### config.mk
export PLATFORM = sky130hd
export DESIGN_NAME = dspm_pipe_ctrl
export DESIGN_NICKNAME = d
export VERILOG_FILES = /design/src/rtl/dspm_pkg.sv /design/src/rtl/dspm_resp_pipe.sv /design/src/rtl/dspm_pipe_ctrl.sv
export SDC_FILE = /design/constraint.sdc
export NUM_CORES = 1
export LEC_CHECK = 0
export ABC_CLOCK_PERIOD_IN_PS = 8100
export CAP_MARGIN = 20
export CORE_AREA = 10 10 590 592
export CTS_CLUSTER_DIAMETER = 30
export DETAILED_ROUTE_END_ITERATION = 12
export DIE_AREA = 0 0 600 602
export HOLD_SLACK_MARGIN = 0.03
export PLACE_DENSITY = 0.3
export SYNTH_ARGS = -nofsm -noshare
export SYNTH_HDL_FRONTEND = slang
export SYNTH_SLANG_ARGS = --single-unit
### constraint.sdc
create_clock -name clk_i -period 8.1 [get_ports clk_i]
set_input_delay 2.43 -clock clk_i [delete_from_list [all_inputs] [get_ports clk_i]]
set_output_delay 2.43 -clock clk_i [all_outputs]
set_load 0.03 [all_outputs]
### src/rtl/dspm_pkg.sv
// dspm_pkg: shared types and constants for the D-cache scratchpad controller.
//   dcache_req_i_t / dcache_req_o_t : per-port request and response bundles
//   dspm_resp_t                     : one response-pipeline entry
//   SPM_ERR_DATA                    : read data returned for accesses to a disabled way
//   word_offset()                   : XLEN word index of a byte address within a line
package dspm_pkg;

    localparam int XLEN         = 64;
    localparam int LINE_WIDTH   = 128;
    localparam int MEMORY_WIDTH = 172;
    localparam int IDX_WIDTH    = 12;
    localparam int TAG_WIDTH    = MEMORY_WIDTH - LINE_WIDTH;
    localparam int BE_WIDTH     = (MEMORY_WIDTH + 7) / 8;
    localparam int LINE_BYTES   = LINE_WIDTH / 8;
    localparam int WORDS        = LINE_WIDTH / XLEN;
    localparam int WOFF_W       = $clog2(WORDS);
    localparam int BYTE_OFF_W   = $clog2(LINE_BYTES);
    localparam int XLEN_OFF_W   = $clog2(XLEN / 8);

    // Port and way fields in a pipeline entry are sized for up to 16 of each.
    localparam int PORT_IDX_W   = 4;
    localparam int WAY_IDX_W    = 4;

    localparam logic [XLEN-1:0] SPM_ERR_DATA = 64'hCA11AB1E_BADCAB1E;

    typedef struct packed {
        logic [IDX_WIDTH-1:0] address_index;
        logic [TAG_WIDTH-1:0] address_tag;
        logic [XLEN-1:0]      data_wdata;
        logic [XLEN/8-1:0]    data_be;
        logic                 data_we;
        logic                 data_req;
        logic                 kill_req;
    } dcache_req_i_t;

    typedef struct packed {
        logic            data_gnt;
        logic            data_rvalid;
        logic [XLEN-1:0] data_rdata;
    } dcache_req_o_t;

    typedef struct packed {
        logic                  valid;
        logic [PORT_IDX_W-1:0] port;
        logic [WAY_IDX_W-1:0]  way;
        logic [WOFF_W-1:0]     woff;
        logic                  is_read;
        logic                  err;
    } dspm_resp_t;

    function automatic logic [WOFF_W-1:0] word_offset(input logic [IDX_WIDTH-1:0] addr);
        return addr[BYTE_OFF_W-1:XLEN_OFF_W];
    endfunction

endpackage

### src/rtl/dspm_resp_pipe.sv
// dspm_resp_pipe: fixed-latency shift register of response entries.
//   i_clk, i_rst_n : clock, asynchronous active-low reset
//   i_entry        : entry captured every cycle (valid=0 when nothing was accepted)
//   i_kill         : per-port kill; clears is_read of that port's stored entries
//   o_last         : entry in the final stage, due for response this cycle
module dspm_resp_pipe
    import dspm_pkg::*;
#(
    parameter int NR_STAGES = 1,
    parameter int NR_PORTS  = 3
) (
    input  logic                i_clk,
    input  logic                i_rst_n,
    input  dspm_resp_t          i_entry,
    input  logic [NR_PORTS-1:0] i_kill,
    output dspm_resp_t          o_last
);

    dspm_resp_t r_stage [NR_STAGES];

    // A killed entry still travels the pipe (the SRAM read completes) but
    // will not raise rvalid when it reaches the last stage.
    function automatic dspm_resp_t apply_kill(input dspm_resp_t e, input logic [NR_PORTS-1:0] kill);
        dspm_resp_t r;
        r = e;
        for (int p = 0; p < NR_PORTS; p++) begin
            if (kill[p] && (e.port == PORT_IDX_W'(p))) begin
                r.is_read = 1'b0;
            end
        end
        return r;
    endfunction

    always_ff @(posedge i_clk or negedge i_rst_n) begin
        if (!i_rst_n) begin
            for (int i = 0; i < NR_STAGES; i++) begin
                r_stage[i] <= '0;
            end
        end else begin
            r_stage[0] <= i_entry;
            for (int i = 1; i < NR_STAGES; i++) begin
                r_stage[i] <= apply_kill(r_stage[i-1], i_kill);
            end
        end
    end

    assign o_last = r_stage[NR_STAGES-1];

endmodule

### src/rtl/dspm_pipe_ctrl.sv
// dspm_pipe_ctrl: pipelined scratchpad controller over the data SRAM ways.
//   clk_i, rst_ni    : clock, asynchronous active-low reset
//   active_ways_i    : ways usable as scratchpad
//   spm_req_ports_i  : request ports; spm_req_ports_o : gnt / rvalid / rdata
//   req_o, addr_o, wdata_o, we_o, be_o : SRAM access of the granted request
//   rdata_i          : SRAM read data, NR_WAIT_STAGES cycles after req_o
// Handshake: a port holds data_req with its payload; data_gnt in the same
// cycle means the request was taken. Responses have no backpressure:
// data_rvalid is a one-cycle pulse exactly NR_WAIT_STAGES cycles after the
// grant of a read. One request is accepted per cycle, never stalled.
module dspm_pipe_ctrl
    import dspm_pkg::*;
#(
    parameter int NR_PORTS       = 3,
    parameter int NR_WAYS        = 4,
    parameter int ADDR_WIDTH     = 64,
    parameter int NR_WAIT_STAGES = 1,
    parameter int RR_FAIR        = 1
) (
    input  logic                    clk_i,
    input  logic                    rst_ni,
    input  logic [NR_WAYS-1:0]      active_ways_i,
    input  dcache_req_i_t           spm_req_ports_i [NR_PORTS],
    output dcache_req_o_t           spm_req_ports_o [NR_PORTS],
    output logic [NR_WAYS-1:0]      req_o,
    output logic [ADDR_WIDTH-1:0]   addr_o,
    output logic [MEMORY_WIDTH-1:0] wdata_o,
    output logic                    we_o,
    output logic [BE_WIDTH-1:0]     be_o,
    input  logic [MEMORY_WIDTH-1:0] rdata_i [NR_WAYS]
);

    localparam int PORT_W = (NR_PORTS > 1) ? $clog2(NR_PORTS) : 1;
    localparam int WAY_W  = $clog2(NR_WAYS);

    logic [PORT_W-1:0]   r_rr_ptr;
    logic [NR_PORTS-1:0] w_req_vec;
    logic [NR_PORTS-1:0] w_kill_vec;
    logic [PORT_W-1:0]   w_cand;
    logic [PORT_W-1:0]   w_win;
    logic                w_found;
    dcache_req_i_t       w_sel;
    logic [WAY_W-1:0]    w_way;
    logic [WOFF_W-1:0]   w_woff;
    logic                w_way_on;
    dspm_resp_t          w_push;
    dspm_resp_t          w_last;
    logic [LINE_WIDTH-1:0] w_line;
    logic [XLEN-1:0]     w_word;
    logic [XLEN-1:0]     w_rdata;
    logic                w_unused_bits;

    // Arbitration: scan ports starting at the RR pointer (or 0 for fixed
    // priority); first requester wins. Requests are masked by reset so every
    // output is quiet while rst_ni is low.
    always_comb begin
        w_req_vec  = '0;
        w_kill_vec = '0;
        w_found    = 1'b0;
        w_win      = '0;
        w_cand     = '0;
        for (int p = 0; p < NR_PORTS; p++) begin
            w_req_vec[p]  = rst_ni & spm_req_ports_i[p].data_req;
            w_kill_vec[p] = spm_req_ports_i[p].kill_req;
        end
        for (int k = 0; k < NR_PORTS; k++) begin
            w_cand = PORT_W'((((RR_FAIR != 0) ? int'(r_rr_ptr) : 0) + k) % NR_PORTS);
            if (!w_found && w_req_vec[w_cand]) begin
                w_found = 1'b1;
                w_win   = w_cand;
            end
        end
    end

    always_comb begin
        w_sel = '0;
        for (int p = 0; p < NR_PORTS; p++) begin
            if (w_win == PORT_W'(p)) begin
                w_sel = spm_req_ports_i[p];
            end
        end
    end

    assign w_way    = w_sel.address_tag[WAY_W-1:0];
    assign w_woff   = word_offset(w_sel.address_index);
    assign w_way_on = active_ways_i[w_way];

    // SRAM side. Writes also set every tag/status byte enable so the tag
    // field is overwritten with zeros.
    always_comb begin
        req_o   = '0;
        addr_o  = '0;
        wdata_o = '0;
        we_o    = 1'b0;
        be_o    = '0;
        if (w_found) begin
            addr_o = ADDR_WIDTH'(w_sel.address_index);
            if (w_way_on) begin
                req_o[w_way] = 1'b1;
                we_o         = w_sel.data_we;
                if (w_sel.data_we) begin
                    be_o[BE_WIDTH-1:LINE_BYTES] = '1;
                    for (int o = 0; o < WORDS; o++) begin
                        if (w_woff == WOFF_W'(o)) begin
                            be_o[o*XLEN/8 +: XLEN/8] = w_sel.data_be;
                            wdata_o[o*XLEN +: XLEN]  = w_sel.data_wdata;
                        end
                    end
                end
            end
        end
    end

    always_comb begin
        w_push         = '0;
        w_push.valid   = w_found;
        w_push.port    = PORT_IDX_W'(w_win);
        w_push.way     = WAY_IDX_W'(w_way);
        w_push.woff    = w_woff;
        w_push.is_read = ~w_sel.data_we;
        w_push.err     = ~w_way_on;
    end

    always_ff @(posedge clk_i or negedge rst_ni) begin
        if (!rst_ni) begin
            r_rr_ptr <= '0;
        end else if (w_found) begin
            r_rr_ptr <= (w_win == PORT_W'(NR_PORTS - 1)) ? '0 : w_win + PORT_W'(1);
        end
    end

    dspm_resp_pipe #(
        .NR_STAGES (NR_WAIT_STAGES),
        .NR_PORTS  (NR_PORTS)
    ) u_resp_pipe (
        .i_clk   (clk_i),
        .i_rst_n (rst_ni),
        .i_entry (w_push),
        .i_kill  (w_kill_vec),
        .o_last  (w_last)
    );

    always_comb begin
        w_line = '0;
        for (int w = 0; w < NR_WAYS; w++) begin
            if (w_last.way == WAY_IDX_W'(w)) begin
                w_line = rdata_i[w][LINE_WIDTH-1:0];
            end
        end
        w_word = '0;
        for (int o = 0; o < WORDS; o++) begin
            if (w_last.woff == WOFF_W'(o)) begin
                w_word = w_line[o*XLEN +: XLEN];
            end
        end
        w_rdata = w_last.err ? SPM_ERR_DATA : w_word;
    end

    always_comb begin
        for (int p = 0; p < NR_PORTS; p++) begin
            spm_req_ports_o[p]          = '0;
            spm_req_ports_o[p].data_gnt = w_found && (w_win == PORT_W'(p));
            if (rst_ni && w_last.valid && w_last.is_read && (w_last.port == PORT_IDX_W'(p))) begin
                spm_req_ports_o[p].data_rvalid = 1'b1;
                spm_req_ports_o[p].data_rdata  = w_rdata;
            end
        end
    end

    // Upper tag bits and SRAM tag/status read bits carry no information here.
    always_comb begin
        w_unused_bits = 1'b0;
        for (int p = 0; p < NR_PORTS; p++) begin
            w_unused_bits = w_unused_bits ^ (^spm_req_ports_i[p].address_tag[TAG_WIDTH-1:WAY_W]);
        end
        for (int w = 0; w < NR_WAYS; w++) begin
            w_unused_bits = w_unused_bits ^ (^rdata_i[w][MEMORY_WIDTH-1:LINE_WIDTH]);
        end
    end

endmodule

==> impl_metrics.json <==
{
  "slew_headroom_pct": 41.6,
  "dieWidth_um": 600,
  "worstPathArrival_ns": 5.56,
  "final.period_utilization_pct": 98.6,
  "cts-root-buf": "clkbuf_16",
  "dpl_worst_slack_ns": -1.00,
  "clkTransAtPathRegs_ns": 0.04,
  "drt-initial-drc-count": 825,
  "synth_top_family_by_area": "multiplexers",
  "layout-drive-gt1-share_pct": 34.6,
  "synth-adder-area-share_pct": 0.370,
  "critPathKind": "in -> out",
  "drc": 0,
  "io_pins": 1548,
  "place.gp.congestion": 0.876,
  "ir_drop_mv": 0.125,
  "htree_levels": 1,
  "ys_seq_area_share_pct": 2.46,
  "synthMuxAreaShare_pct": 32.0,
  "tns_ns": 0,
  "wl_per_cell_um": 25.8,
  "seqCellArea_um2": 265,
  "synth_xor_area_share_pct": 0,
  "grt_overflow": 0,
  "wl_met3_mm": 13.2,
  "clk_latency_ns": 0.23,
  "dp.cells": 7006,
  "met1Wirelength_mm": 60.7,
  "final_max_slew_viol_count": 0,
  "cts.sinks": 10,
  "finalSetupViolations": 0,
  "synth_simple_gate_area_share_pct": 31.6,
  "path_cells": "buf_2 > mux2_4 > a222oi_1 > buf_4 > buf_4 > a31oi_4 > buf_4 > buf_6 > nand3_1 > and4_4 > nor3_4 > buf_12 > buf_4 > buf_12 > nor4bb_2 > buf_4 > buf_12",
  "final_net_count": 3735,
  "maxCapViolCount": 0,
  "netlist_area_mm2": 0.0102,
  "cts_tree": "done",
  "p_leak_nw": 10.6,
  "stdcell_count": 7106,
  "clock_skew_ns": 0.000557,
  "cp_slowest_cell": "nor4bb_2",
  "synthToLayoutAreaGrowth_pct": 212,
  "first_global_vias": 18300,
  "power_density_mw_per_mm2": 301,
  "worst_pin_slew_ns": 0.876,
  "hold_viol": 0,
  "synth_compound_area_share_pct": 18.1,
  "clock_path_buffers": 2,
  "synth_warnings": 0,
  "top_layer_used": "met5",
  "grt_pass1_wl_mm": 224,
  "dr_wl_met2_mm": 104,
  "crit_required_ns": 5.67,
  "core-area_mm2": 0.336,
  "start_util_pct": 3.02,
  "final_util_pct": 9.45,
  "grt_antenna_before_repair": 104,
  "die-area_mm2": 0.361,
  "layout_setup_ws_ns": 0.113,
  "track_usage_pct": 9.56,
  "hp-class": "reg -> reg",
  "ant_nets": 0,
  "row_count": 213,
  "synth_ff_type": "dfrtp_1",
  "first_pass_iters": 7,
  "period_needed_ns": 7.99,
  "crit_path_end_kind": "output port",
  "vias_per_cell": 2.39,
  "fillCellCount": 39000,
  "synth-seq-cells": 10,
  "avgSynthCellArea_um2": 7.63,
  "async_flop_share_pct": 100,
  "syn_inst": 1332,
  "io_buffers": 1146,
  "critPathMaxStageDelay_ns": 0.39,
  "start_kind": "input pin",
  "hpwl_mm": 167,
  "status": "finished, final reports clean",
  "path_max_fanout": 39,
  "fmax_mhz": 125,
  "wl_mm": 184,
  "multi_input_area_mm2": 0.00959,
  "synth_cell_types": 52,
  "grt_max_degree": 57,
  "crit_top_cell": "buf_4",
  "synth_edf_count": 0,
  "die_h_um": 602,
  "cts_made_buffers": 3,
  "vias": 16900
}
[area by class of cell]
cell class / instances / area share, %
flip-flops and latches: 10 / 0.836
multi-input cells: 1121 / 30.2
clock buffers: 4 / 0.280
well taps: 4407 / 17.4
diodes: 55 / 0.434
repair buffers: 1487 / 50.6
inverters: 22 / 0.284
[power by group]
| part | leakage (nW) | internal [mW] | switching (mW) |
|---|---|---|---|
| clock | 0.0445 | 0.0742 | 0.0223 |
| sequential | 0.118 | 0.0796 | 0.167 |
| combinational | 10.4 | 3.92 | 5.31 |
[per-layer routing]
| metal | vias up | track usage, % |
|---|---|---|
| met2 | 820 | 19.6 |
| met3 | 179 | 2.78 |
| met1 | 8368 | 9.19 |
| li1 | 7524 | - |
| met5 | - | 0 |
| met4 | 58 | 2.22 |
[cell usage in the layout, fill, tap and decap left out, drive strengths merged, types with 10 or more instances in the layout]
cell type        n
clkdlybuf4s50  871
buf            612
nor2           230
nand2          158
mux4           128
conb            96
nor3            88
a211oi          75
nor4bb          64
diode           55
o211ai          40
a32oi           40
mux2i           34
nor2b           34
a311oi          32
or2             31
inv             21
a21oi           14
dfrtp           10
[metrics by stage]
| step | area, um2 | hold slack, ns | total power [mW] |
|---|---|---|---|
| after global placement | 30200 | 0.562 | 9.16 |
| after detailed placement | 30200 | 0.567 | 9.15 |
| after global routing | 31700 | 0.599 | 10.3 |
| final | 31700 | 0.579 | 9.57 |
| after floorplan | 10500 | 0.479 | 3.83 |
| after CTS | 31400 | 0.577 | 10.1 |
[flip-flops by register name, summed over array words and instances (netlist names)]
signal              cells
r_rr_ptr                2
u_resp_pipe.o_last      8
[cell families (layout without fill, tap and decap cells)]
| group | after synthesis | in the layout |
|---|---|---|
| buffers and inverters | 296 | 1513 |
| AOI/OAI and AO/OA | 234 | 234 |
| and+or+nand+nor | 624 | 624 |
| muxes | 164 | 164 |
| DFF | 10 | 10 |
| other | 1 | 151 |
| adders and majority gates | 3 | 3 |
[synthesized netlist by cell type, types with 28 or more instances]
cell / n / area, um2
nor3_2: 28 / 280
nor3_1: 60 / 300
nor2b_1: 34 / 213
nor4bb_1: 64 / 641
mux2i_1: 34 / 340
buf_4: 103 / 773
clkbuf_1: 103 / 387
buf_2: 32 / 160
nor2_1: 230 / 863
or2_2: 31 / 194
mux4_2: 128 / 2880
a311oi_1: 32 / 280
a32oi_1: 40 / 350
a211oi_1: 74 / 556
nand2_1: 158 / 593
o211ai_1: 40 / 300
buf_1: 31 / 116
[critical path: cells and delay by family]
family,cells,cell delay (ns)
AO/OA/AOI/OAI,2,0.47
buffers and inverters,10,1.55
multiplexers,1,0.28
AND/OR/NAND/NOR,4,0.78
[final timing paths]
kind | from | end | slack (ns) | cells after the start
worst max-delay path | spm_req_ports_i[263] | wdata_o[28] | 0.11 | 17
worst min-delay path | r_rr_ptr[0] | r_rr_ptr[0] | 0.58 | 1
worst max register to register | r_rr_ptr[1] | u_resp_pipe.o_last[0] | 4.45 | 16
worst min register to register | r_rr_ptr[0] | r_rr_ptr[0] | 0.58 | 1
max in group asynchronous | rst_ni | u_resp_pipe.o_last[2] | 5.61 | 2
min in group asynchronous | rst_ni | r_rr_ptr[0] | 2.31 | 2
[timing repair]
| item | CTS | global route |
|---|---|---|
| buffers inserted | 32 | 7 |
| resized for setup | 154 | 32 |
| pin swaps | 19 | 5 |
| hold buffers | 0 | 0 |
| setup endpoints to repair | 155 | 83 |
| gates cloned | 5 | 0 |
Power figures use the tool's default switching activity.
